[config.mk]
export PLATFORM = sky130hd
export DESIGN_NAME = bus_xfer_arbiter_flat
export DESIGN_NICKNAME = d
export VERILOG_FILES = /design/src/rtl/bus_xfer_arbiter_if.sv /design/src/rtl/bus_xfer_arbiter.sv /design/src/flat_wrapper.sv
export SDC_FILE = /design/constraint.sdc
export NUM_CORES = 1
export LEC_CHECK = 0
export CAP_MARGIN = 20
export CORE_ASPECT_RATIO = 0.5
export CORE_UTILIZATION = 27
export DETAILED_ROUTE_END_ITERATION = 8
export PLACE_DENSITY_LB_ADDON = 0.1
export SYNTH_ARGS = -nofsm -noshare
export SYNTH_HDL_FRONTEND = slang
export SYNTH_SLANG_ARGS = --single-unit
[constraint.sdc]
create_clock -name clk -period 3.7 [get_ports clk]
set_input_delay 0.74 -clock clk [delete_from_list [all_inputs] [get_ports clk]]
set_output_delay 0.74 -clock clk [all_outputs]
set_load 0.03 [all_outputs]
[src/rtl/bus_xfer_arbiter_if.sv]
// Handshake bundle between the requester/slave environment and bus_xfer_arbiter.
// The master modport is the arbiter's view; slave is the environment's view.
interface bus_xfer_arbiter_if #(
  parameter int NREQ = 4
);
  localparam int OW = $clog2(NREQ);

  logic [NREQ-1:0] req;
  logic [NREQ-1:0] gnt;
  logic [OW-1:0]   owner;
  logic            bus_req;
  logic            bus_ack;
  logic            ready;
  logic            transfer_envelope;
  logic            done;
  logic            xfer_ok;
  logic            err;
  logic            busy;

  modport master (
    input  req, bus_ack, ready, done,
    output gnt, owner, bus_req, transfer_envelope, xfer_ok, err, busy
  );

  modport slave (
    output req, bus_ack, ready, done,
    input  gnt, owner, bus_req, transfer_envelope, xfer_ok, err, busy
  );
endinterface

[src/rtl/bus_xfer_arbiter.sv]
// Round-robin arbiter granting one requester at a time a single transaction
// (request, acknowledge, bounded data phase, release) on a shared slave.
module bus_xfer_arbiter #(
  parameter int NREQ     = 4,
  parameter int DONE_MAX = 5
) (
  input  logic               clk,
  input  logic               rst,
  bus_xfer_arbiter_if.master bus
);
  localparam int              OW         = $clog2(NREQ);
  localparam logic [3:0]      DONE_LAST  = 4'(DONE_MAX);
  localparam logic [OW-1:0]   LAST_RESET = OW'(NREQ - 1);
  localparam logic [NREQ-1:0] GNT_LSB    = NREQ'(1);

  typedef enum logic [2:0] {
    S_IDLE = 3'd0,
    S_REQ  = 3'd1,
    S_ACK  = 3'd2,
    S_XFER = 3'd3,
    S_REL  = 3'd4
  } state_t;

  state_t          state_r;
  logic [NREQ-1:0] gnt_r;
  logic [OW-1:0]   owner_r;
  logic [OW-1:0]   last_owner_r;
  logic [3:0]      cnt_r;
  logic            env_armed_r;
  logic            bus_req_r;
  logic            xfer_ok_r;
  logic            err_r;
  logic            busy_r;
  logic [OW-1:0]   pick_s;

  // First requesting index found when scanning upward from last+1, wrapping.
  function automatic logic [OW-1:0] rr_pick(input logic [NREQ-1:0] r,
                                            input logic [OW-1:0]   last);
    logic [OW-1:0] pick;
    logic          found;
    int            idx;
    pick  = '0;
    found = 1'b0;
    for (int i = 1; i <= NREQ; i++) begin
      idx = (int'(last) + i) % NREQ;
      if (!found && r[OW'(idx)]) begin
        pick  = OW'(idx);
        found = 1'b1;
      end
    end
    return pick;
  endfunction

  assign pick_s = rr_pick(bus.req, last_owner_r);

  // Transaction sequencer; every output except the envelope is a flop.
  always_ff @(posedge clk) begin
    if (rst) begin
      state_r      <= S_IDLE;
      gnt_r        <= '0;
      owner_r      <= '0;
      last_owner_r <= LAST_RESET;
      cnt_r        <= 4'd0;
      env_armed_r  <= 1'b0;
      bus_req_r    <= 1'b0;
      xfer_ok_r    <= 1'b0;
      err_r        <= 1'b0;
      busy_r       <= 1'b0;
    end else begin
      case (state_r)
        S_IDLE: begin
          if (|bus.req) begin
            state_r      <= S_REQ;
            gnt_r        <= GNT_LSB << pick_s;
            owner_r      <= pick_s;
            last_owner_r <= pick_s;
            bus_req_r    <= 1'b1;
            busy_r       <= 1'b1;
          end
        end
        S_REQ: begin
          state_r   <= S_ACK;
          bus_req_r <= 1'b0;
        end
        S_ACK: begin
          // done is not looked at here; it only counts from the first XFER cycle
          if (bus.bus_ack) begin
            state_r     <= S_XFER;
            cnt_r       <= 4'd1;
            env_armed_r <= bus.ready;
          end else begin
            state_r <= S_REL;
            err_r   <= 1'b1;
          end
        end
        S_XFER: begin
          if (bus.ready) begin
            env_armed_r <= 1'b1;
          end
          if (bus.done) begin
            state_r     <= S_REL;
            xfer_ok_r   <= 1'b1;
            env_armed_r <= 1'b0;
          end else if (cnt_r == DONE_LAST) begin
            state_r     <= S_REL;
            err_r       <= 1'b1;
            env_armed_r <= 1'b0;
          end else begin
            cnt_r <= cnt_r + 4'd1;
          end
        end
        S_REL: begin
          state_r   <= S_IDLE;
          gnt_r     <= '0;
          owner_r   <= '0;
          cnt_r     <= 4'd0;
          xfer_ok_r <= 1'b0;
          err_r     <= 1'b0;
          busy_r    <= 1'b0;
        end
        default: begin
          state_r     <= S_IDLE;
          gnt_r       <= '0;
          owner_r     <= '0;
          cnt_r       <= 4'd0;
          env_armed_r <= 1'b0;
          bus_req_r   <= 1'b0;
          xfer_ok_r   <= 1'b0;
          err_r       <= 1'b0;
          busy_r      <= 1'b0;
        end
      endcase
    end
  end

  assign bus.gnt               = gnt_r;
  assign bus.owner             = owner_r;
  assign bus.bus_req           = bus_req_r;
  assign bus.xfer_ok           = xfer_ok_r;
  assign bus.err               = err_r;
  assign bus.busy              = busy_r;
  assign bus.transfer_envelope = (state_r == S_XFER) && (env_armed_r || bus.ready) && !bus.done;
endmodule
[src/flat_wrapper.sv]
// flat-port wrapper written by rule: the top's interface ports become plain ports
module bus_xfer_arbiter_flat 
#(
  parameter int NREQ     = 4,
  parameter int DONE_MAX = 5
)
  (clk, rst, bus_req, bus_bus_ack, bus_ready, bus_done, bus_gnt, bus_owner, bus_bus_req, bus_transfer_envelope, bus_xfer_ok, bus_err, bus_busy);
  bus_xfer_arbiter_if #(.NREQ(NREQ)) bus_i ();
  input  logic clk;
  input  logic rst;
  input wire logic [$bits(bus_i.req)-1:0] bus_req;
  input wire logic [$bits(bus_i.bus_ack)-1:0] bus_bus_ack;
  input wire logic [$bits(bus_i.ready)-1:0] bus_ready;
  input wire logic [$bits(bus_i.done)-1:0] bus_done;
  output wire logic [$bits(bus_i.gnt)-1:0] bus_gnt;
  output wire logic [$bits(bus_i.owner)-1:0] bus_owner;
  output wire logic [$bits(bus_i.bus_req)-1:0] bus_bus_req;
  output wire logic [$bits(bus_i.transfer_envelope)-1:0] bus_transfer_envelope;
  output wire logic [$bits(bus_i.xfer_ok)-1:0] bus_xfer_ok;
  output wire logic [$bits(bus_i.err)-1:0] bus_err;
  output wire logic [$bits(bus_i.busy)-1:0] bus_busy;
  assign bus_i.req = bus_req;
  assign bus_i.bus_ack = bus_bus_ack;
  assign bus_i.ready = bus_ready;
  assign bus_i.done = bus_done;
  assign bus_gnt = bus_i.gnt;
  assign bus_owner = bus_i.owner;
  assign bus_bus_req = bus_i.bus_req;
  assign bus_transfer_envelope = bus_i.transfer_envelope;
  assign bus_xfer_ok = bus_i.xfer_ok;
  assign bus_err = bus_i.err;
  assign bus_busy = bus_i.busy;
  bus_xfer_arbiter #(.NREQ(NREQ), .DONE_MAX(DONE_MAX)) u_core (.clk(clk), .rst(rst), .bus(bus_i));
endmodule
==> metrics.txt, run 1 <==
initial antenna violation count=0; CP Max Fanout=4; Largest delay share family, worst path=buffers and inverters; Clock Path Buffers=2; mapped cell area=1020 um^2; power share of the clock group=0.262; WHS=between 0.4 and 0.5 ns; Die W=around 89 um; switching part of the total=0.344; gr usage total=0.122; cts repair resizes=0; CTS tree=built; leading cell types in the layout, fill and taps excluded=dfxtp_1 (20), clkdlybuf4s50_1 (19), nor2_1 (10); WL final=2.28 mm; worst slew pin tran=0.631 ns; Die ar.=4030 um^2; internal power=0.426 mW; Avg Vias per Cell=4.81; Avg WL per Cell=12.4 um; main flop type after synthesis=dfxtp_1; Final Hold Fails=0; DRC Markers=0; P_leak=0.451 nW; combinational share of power=0.305; VDD IR-drop max=0.168 mV; Rows=15; post-CTS setup buffer count=0; Data required, critical path=2.96 ns; diode count=0; met3 usage=0.0435; Worst slew margin=0.577; Synth area leaders=dfxtp_1 (39%), nand2b_1 (5.5%), a21oi_1 (4.4%), a32o_1 (3.9%), nor2_1 (3.7%); Max Slew Vio Count=0; area of the multi-input gates=about 570 um^2; power per standard cell area=504 nW/um^2; H-Tree Depth=1; Finish-stage setup viols=0; fin crit share=0.802; Seq cells post-synth=20; most common cell after layout, fill and taps aside=dfxtp_1; TritonRoute pass-1 iters=6; fraction of layout cells with a size suffix above 1=0.0682; Layout Area Growth over Synthesis=27.0%; first-pass GRT wire length=roughly 3.5 mm; startpoint types=input pin; core area=3510 um^2; post-route setup TNS=0 ns; die height=45.4 um; crit path buf inv count=2; critical-path cell list=clkdlybuf4s50_1, nand2b_1, nor3_1, clkdlybuf4s50_1; critical path arrival=2.23 ns; min-delay worst type=reg2reg; root buffer cell=clkbuf_8; global route hottest layer=met1; met1 GRT Util=0.173; total number of vias=881; Post-Synthesis Cells=114; Final min period=2.97 ns; Synth Area per Inst=8.91 um^2; EDFF count, synth=0; CP max-delay cell=clkdlybuf4s50_1; sequential fraction of the synthesis area=0.394; pin count of the biggest net entering global routing=17; asr flop ratio synth=0; antenna-violating nets left=0; R2R setup slack=2.10 ns; Ys Warns=0; Yosys top cell area share=0.394; Post-Synthesis Net Count=approximately 130; Hold-fix buffers, CTS=0; RSZ-0062 raised after global routing=false; Initial DRC Count=45; GR Util met2=0.171; worst skew pair latency=about 0.26 ns; Synth area leader=dfxtp_1; clk sinks=20; Netlist cell types=39; gr ovfl total=0; outcome=finished clean; crit-path max cell delay=between 0.6 and 0.7 ns; Crit path top cell by count=clkdlybuf4s50_1; I/O pins=20; Reg clk slew, reported paths=0.08 ns; dpl hpwl=1.64 mm; Seq pwr share=0.433; CTS Buf Count=3; total of fill cells in the finished design=382; fin nets=approximately 140; Clock Skew=about 0.0017 ns; CP endpoint kind=output pin; max frequency=0.337 GHz; storage element area=400 um^2; Psw=around 0.22 mW; critical path class=in2out; vias in the first global route=723; IO buf count=19; Max-Cap Viols=0; Starting Density=0.289; placer's final routability congestion estimate=approximately 0.73
-- cell usage after synthesis, types with 3 or more instances --
library cell,number
dfxtp_1,20
inv_1,3
nand2b_1,9
o21ai_0,3
nand2_1,6
a21oi_1,9
nor3_1,6
a211oi_1,3
o21ai_1,3
a32o_1,4
nor2_1,10
nor3_2,3
-- stage by stage --
| step | instances | utilization | cell area [um^2] | power, mW | setup WS, ns |
|---|---|---|---|---|---|
| 2_1_floorplan | 114 | - | 1020 | 0.424 | 1.42 |
| 3_3_place_gp | 179 | 0.352 | 1230 | 0.487 | 0.742 |
| 3_5_place_dp | 179 | 0.352 | 1230 | 0.487 | 0.713 |
| 4_1_cts | 183 | 0.368 | 1290 | 0.661 | 0.714 |
| 5_1_grt | 183 | 0.368 | 1290 | 0.693 | 0.679 |
| 6_report | 183 | 0.368 | 1290 | 0.650 | 0.732 |
-- layout make-up --
cell class                 count  share of cell area
timing repair buffer          19               0.147
tap                           51              0.0495
inverter                       3             0.00873
sequential                    20               0.310
multi-input combinational     86               0.441
clock buffer                   4              0.0427
-- registers in the layout (all words and copies together) (netlist names) --
signal	count
u_core.bus.busy	1
u_core.cnt_r	4
u_core.state_r	3
u_core.env_armed_r	1
u_core.bus.owner	2
u_core.bus.xfer_ok	1
u_core.last_owner_r	2
u_core.bus.err	1
u_core.bus.gnt	4
u_core.bus.bus_req	1
-- power groups by stage --
stage	Combinational (mW)	Clock, mW	Sequential, mW
floorplan	0.120	0	0.305
detailed placement	0.200	0	0.287
global route	0.217	0.189	0.288
global placement	0.201	0	0.287
finish	0.198	0.170	0.281
CTS	0.201	0.178	0.282
-- final timing paths --
check | from | cells after the start | endpoint
max | bus_done | 4 | bus_transfer_envelope
min | u_core.bus.owner[1] | 2 | u_core.bus.owner[1]
max reg2reg | u_core.cnt_r[1] | 6 | u_core.cnt_r[0]
min reg2reg | u_core.bus.owner[1] | 2 | u_core.bus.owner[1]
-- worst min-delay path, delay by kind of cell (launching register included) --
family,cells,cell delay (ns)
compound gates,1,0.05
simple gates,1,0.05
flops,1,0.31
-- cell families (layout without fill, tap and decap cells) --
group,count (synthesis),count (layout),synth area share
DFF,20,20,0.394
buffers and inverters,8,26,0.0456
and+or+nand+nor,50,50,0.297
muxes,2,2,0.0209
adders and majority gates,2,2,0.0246
AOI/OAI and AO/OA,32,32,0.218
-- per-layer routing --
| layer | part of all wire | up-vias |
|---|---|---|
| met5 | 0 | - |
| met4 | 0.0053 | 0 |
| met3 | 0.061 | 2 |
| met2 | 0.40 | 22 |
| met1 | 0.53 | 403 |
| li1 | - | 454 |
Note: power is estimated with default switching activity, not from simulation.
==> inputs of run 2 (changes only) <==
Clock period 3.7 ns to 3.1 ns, I/O delays scaled along.
==> run 2 against run 1 <==
  * Die area unchanged
  * Global-route usage up 0.36 points
  * Cell area up 1.8%
  * Combinational power rose by 27%
  * Sequential power grew 17%
  * Register-to-register slack got worse by 0.59 ns
  * Clock power up 57%
  * Final cell count increased by 0.55%
  * Via count grew 1.8%
  * Critical path depth unchanged
  * Critical endpoint unchanged
  * Largest cell class unchanged
==> metrics.txt, run 2 (synthesis gave the netlist of run 1 again) <==
outcome=finished clean; max frequency=0.369 GHz; WHS=0.469 ns (+0.00958 ns); core area=3510 um^2 (unchanged); Layout Area Growth over Synthesis=29.3%; Avg WL per Cell=12.6 um (+1.0%); Initial DRC Count=35 (-22%); cell count of the worst reg-to-reg path=4 (-2); CP endpoint kind=output pin; fin nets=145 (+0.69%); leading cell types in the layout, fill and taps excluded=dfxtp_1 (20), clkdlybuf4s50_1 (19), nor2_1 (10); total number of vias=897 (+1.8%); post-route setup TNS=0 ns (unchanged); dpl hpwl=1.66 mm (+1.5%); Data required, critical path=2.48 ns (-0.48 ns); H-Tree Depth=1 (unchanged); RSZ-0062 raised after global routing=false; internal power=0.571 mW (+34%); Seq pwr share=0.388 (-0.045); Reg clk slew, reported paths=0.08 ns (about the same); most common cell after layout, fill and taps aside=dfxtp_1; worst slew pin tran=0.663 ns (+0.0329 ns); placed cell count=180 (+0.56%); final instance area=1310 um^2 (+1.8%); pin count of the biggest net entering global routing=16 (-1); initial antenna violation count=0 (unchanged); gr usage total=0.125 (+0.00357); Final Hold Fails=0 (unchanged); Finish-stage setup viols=0 (unchanged); fraction of layout cells with a size suffix above 1=0.0752 (+0.00701); startpoint types=input pin; CTS Buf Count=3 (unchanged); switching part of the total=0.325 (-0.0191); placer's final routability congestion estimate=0.729 (+0.11%); VDD IR-drop max=0.183 mV (+9.0%); CTS tree=built; Clock Skew=0.00292 ns (+0.00125 ns); Die ar.=4030 um^2 (unchanged); TritonRoute pass-1 iters=4 (-2); first-pass GRT wire length=3.70 mm (+4.9%); IO buf count=19 (unchanged); CP Max Fanout=4 (unchanged); critical path arrival=2.09 ns (-0.14 ns); Cell Count, Final, Fillers Out=184 (+0.55%); gr ovfl total=0 (unchanged); antenna-violating nets left=0 (unchanged); critical path class=in2out; I/O pins=20 (unchanged); Max Slew Vio Count=0 (unchanged); vias in the first global route=736 (+1.8%); Final min period=2.71 ns; die height=45.4 um (unchanged); Avg Vias per Cell=4.88 (+1.3%); Die W=88.8 um (unchanged); fin crit share=0.875; WL final=2.31 mm (+1.6%); min-delay worst type=reg2reg; Psw=0.275 mW (+23%); post-CTS setup buffer count=0 (unchanged); combinational share of power=0.297 (-0.008); Worst slew margin=0.555 (-0.0221); P_leak=0.464 nW (+2.7%); clk sinks=20 (unchanged); Starting Density=0.289 (unchanged); placed inst area=1240 um^2 (+0.61%); cts repair resizes=0 (unchanged); DRC Markers=0 (unchanged); Max-Cap Viols=0 (unchanged); power share of the clock group=0.316 (+0.054); worst skew pair latency=0.26 ns (about the same); diode count=0 (unchanged); root buffer cell=clkbuf_8; final core area utilization=0.374 (+0.00677); Hold Path Depth=2 (unchanged); Clock Path Buffers=2 (unchanged); power per standard cell area=644 nW/um^2 (+28%); Hold-fix buffers, CTS=0 (unchanged); Rows=15 (unchanged)
[run 2: changes by cell type in the layout (fill, tap and decap cells not counted)]
cell and delta:
buf_4 +1, bufinv_16 +1, clkbuf_8 -1
[run 2: stage by stage]
| stage | setup WS (ns) | power [mW] |
|---|---|---|
| after CTS | 0.386 | 0.852 |
| after global placement | 0.387 | 0.586 |
| after detailed placement | 0.386 | 0.586 |
| after global routing | 0.340 | 0.893 |
| final | 0.388 | 0.846 |
| after floorplan | 1.06 | 0.506 |
[run 2: layout make-up]
type	instances	area, um^2
clock inverter	1	30.0
sequential	20	400
clock buffer	3	41.3
inverter	3	11.3
timing repair buffer	20	198
multi-input combinational	86	569
fill	380	2200
tap	51	63.8
[run 2: power groups by stage]
| stage | sequential [mW] | combinational, mW | clock, mW |
|---|---|---|---|
| global route | 0.335 | 0.273 | 0.285 |
| global placement | 0.333 | 0.253 | 0 |
| detailed placement | 0.334 | 0.252 | 0 |
| CTS | 0.328 | 0.253 | 0.271 |
| floorplan | 0.364 | 0.143 | 0 |
| finish | 0.328 | 0.251 | 0.267 |
[run 2: worst max-delay path: stages]
cell and delay, ns:
clkdlybuf4s50_1 0.45, nand2b_1 0.18, nor3_1 0.14, clkdlybuf4s50_1 0.69
[run 2: per-layer routing]
layer  routed length (um)  GRT usage
met4                   14     0.0290
met3                  114     0.0453
met2                  941      0.175
met5                    0          0
met1                 1240      0.182
[run 2: worst paths after layout]
| check | endpoint | slack, ns | from |
|---|---|---|---|
| max | bus_transfer_envelope | 0.39 | bus_done |
| min | u_core.bus.bus_req | 0.47 | u_core.bus.bus_req |
| max reg2reg | u_core.last_owner_r[0] | 1.51 | u_core.last_owner_r[0] |
| min reg2reg | u_core.bus.bus_req | 0.47 | u_core.bus.bus_req |
==> inputs of run 3 (changes only) <==
Settings changed: CAP_MARGIN 20 to not set, CORE_MARGIN set to 3.
==> run 3 against run 2 <==
  * Via count shrank 1.7%
  * First-iteration DRC count decreased by 40%
  * Sequential power hardly changed
  * Clock-buffer cell count is 1 higher
  * Global-route usage down 1.9 points
  * Sequential share of layout area rose by 0.38 points
  * Total power shrank 7.9%
  * Worst hold slack got worse by 0.013 ns
  * Fmax decreased by 0.66%
  * Non-clock buffer count did not move
==> metrics.txt, run 3 (synthesis gave the netlist of run 1 again) <==
core area=3530 um^2 (+0.53%); Clock Path Buffers=2 (unchanged); Hold-fix buffers, CTS=0 (unchanged); critical path class=in2out; min-delay worst type=reg2reg; final instance area=1300 um^2 (-1.2%); startpoint types=input pin; CP endpoint kind=output pin; placed inst area=1240 um^2 (unchanged); Final min period=2.73 ns (+0.0179 ns); Starting Density=0.288 (-0.00154); Avg Vias per Cell=4.79 (-1.7%); RSZ-0062 raised after global routing=false; Die ar.=4580 um^2 (+14%); Crit path top cell by count=clkdlybuf4s50_1; diode count=0 (unchanged); Max Slew Vio Count=0 (unchanged); dpl hpwl=1.68 mm (+1.1%); worst slew pin tran=0.619 ns (-0.0443 ns); pin count of the biggest net entering global routing=16 (unchanged); CTS tree=built; Worst Setup Slack, final=0.370 ns (-0.0179 ns); Max-Cap Viols=0 (unchanged); Total Power=0.780 mW (-7.9%); gr ovfl total=0 (unchanged); Final Hold Fails=0 (unchanged); post-route setup TNS=0 ns (unchanged); total number of vias=882 (-1.7%); placed cell count=180 (unchanged); gr usage total=0.107 (-0.0187); WL final=2.30 mm (-0.69%); critical path arrival=2.11 ns (+0.02 ns); Finish-stage setup viols=0 (unchanged); leading cell types in the layout, fill and taps excluded=dfxtp_1 (20), clkdlybuf4s50_1 (19), nor2_1 (10); cts repair resizes=0 (unchanged); Setup WS pre-CTS=0.360 ns (-0.0263 ns); I/O pins=20 (unchanged); Data required, critical path=2.48 ns (about the same); Largest delay share family, worst path=buffers and inverters; CTS Buf Count=3 (unchanged); fin nets=145 (unchanged); DRC Markers=0 (unchanged); critical-path cell list=clkdlybuf4s50_1, nand2b_1, nor3_1, clkdlybuf4s50_1; root buffer cell=clkbuf_8; Worst slew margin=0.585 (+0.0297); TritonRoute pass-1 iters=4 (unchanged); crit path buf inv count=2 (unchanged); total of fill cells in the finished design=398 (+4.7%); VDD IR-drop max=0.148 mV (-19%); CP Max Fanout=4 (unchanged); initial antenna violation count=0 (unchanged); final core area utilization=0.368 (-0.00660); vias in the first global route=779 (+5.8%); Layout Area Growth over Synthesis=27.7%; placer's final routability congestion estimate=0.716 (-1.8%); clk sinks=20 (unchanged); Die W=92.8 um (+4.5%); max frequency=0.366 GHz (-0.66%); fin crit share=0.881 (+0.00577); Clock Skew=0.00182 ns (-0.00110 ns); H-Tree Depth=1 (unchanged); Avg WL per Cell=12.5 um (-0.69%); outcome=finished clean; WHS=0.456 ns (-0.0128 ns); worst skew pair latency=0.26 ns (about the same); post-CTS setup buffer count=0 (unchanged); P_leak=0.457 nW (-1.5%); die height=49.4 um (+8.8%); CP max-delay cell=clkdlybuf4s50_1; Cell Count, Final, Fillers Out=184 (unchanged); most common cell after layout, fill and taps aside=dfxtp_1; Initial DRC Count=21 (-40%); fraction of layout cells with a size suffix above 1=0.0752 (unchanged); power per standard cell area=601 nW/um^2 (-6.7%); Reg clk slew, reported paths=0.08 ns (about the same); crit-path max cell delay=0.70 ns (about the same); antenna-violating nets left=0 (unchanged); IO buf count=19 (unchanged); first-pass GRT wire length=3.86 mm (+4.5%); Rows=15 (unchanged)
-- run 3: layout make-up --
cell class | instances | area (um^2) | share of cell area
multi-input combinational | 86 | 569 | 0.439
sequential | 20 | 400 | 0.309
timing repair buffer | 20 | 198 | 0.152
tap | 51 | 63.8 | 0.0492
clock buffer | 4 | 55.1 | 0.0424
inverter | 3 | 11.3 | 0.00868
-- run 3: report_power, final --
group          leakage (nW)  total (mW)  internal [mW]  switching [mW]
Sequential            0.164       0.326          0.293          0.0327
Combinational         0.264       0.253          0.106           0.147
Clock                0.0288       0.201          0.113          0.0878
-- run 3: worst register-to-register path, cell delays in order (launching register included) --
cell and delay, ns:
dfxtp_1 0.38, inv_1 0.06, ha_1 0.19, and3b_1 0.22, o21ai_1 0.38, inv_1 0.08
a211oi_1 0.25
-- run 3: worst paths after layout --
check,from,to,slack [ns],cells after the start
max,bus_done,bus_transfer_envelope,0.37,4
min,u_core.bus.owner[1],u_core.bus.owner[1],0.46,2
max reg2reg,u_core.cnt_r[1],u_core.state_r[1],1.47,6
min reg2reg,u_core.bus.owner[1],u_core.bus.owner[1],0.46,2
-- run 3: routing by layer --
layer	up-vias	wire length [um]	share of wire	global-route usage
met5	-	0	0	0
met4	0	15	0.0065	0.0219
met3	2	127	0.055	0.0416
met2	21	902	0.39	0.149
met1	403	1250	0.54	0.154
li1	456	-	-	-
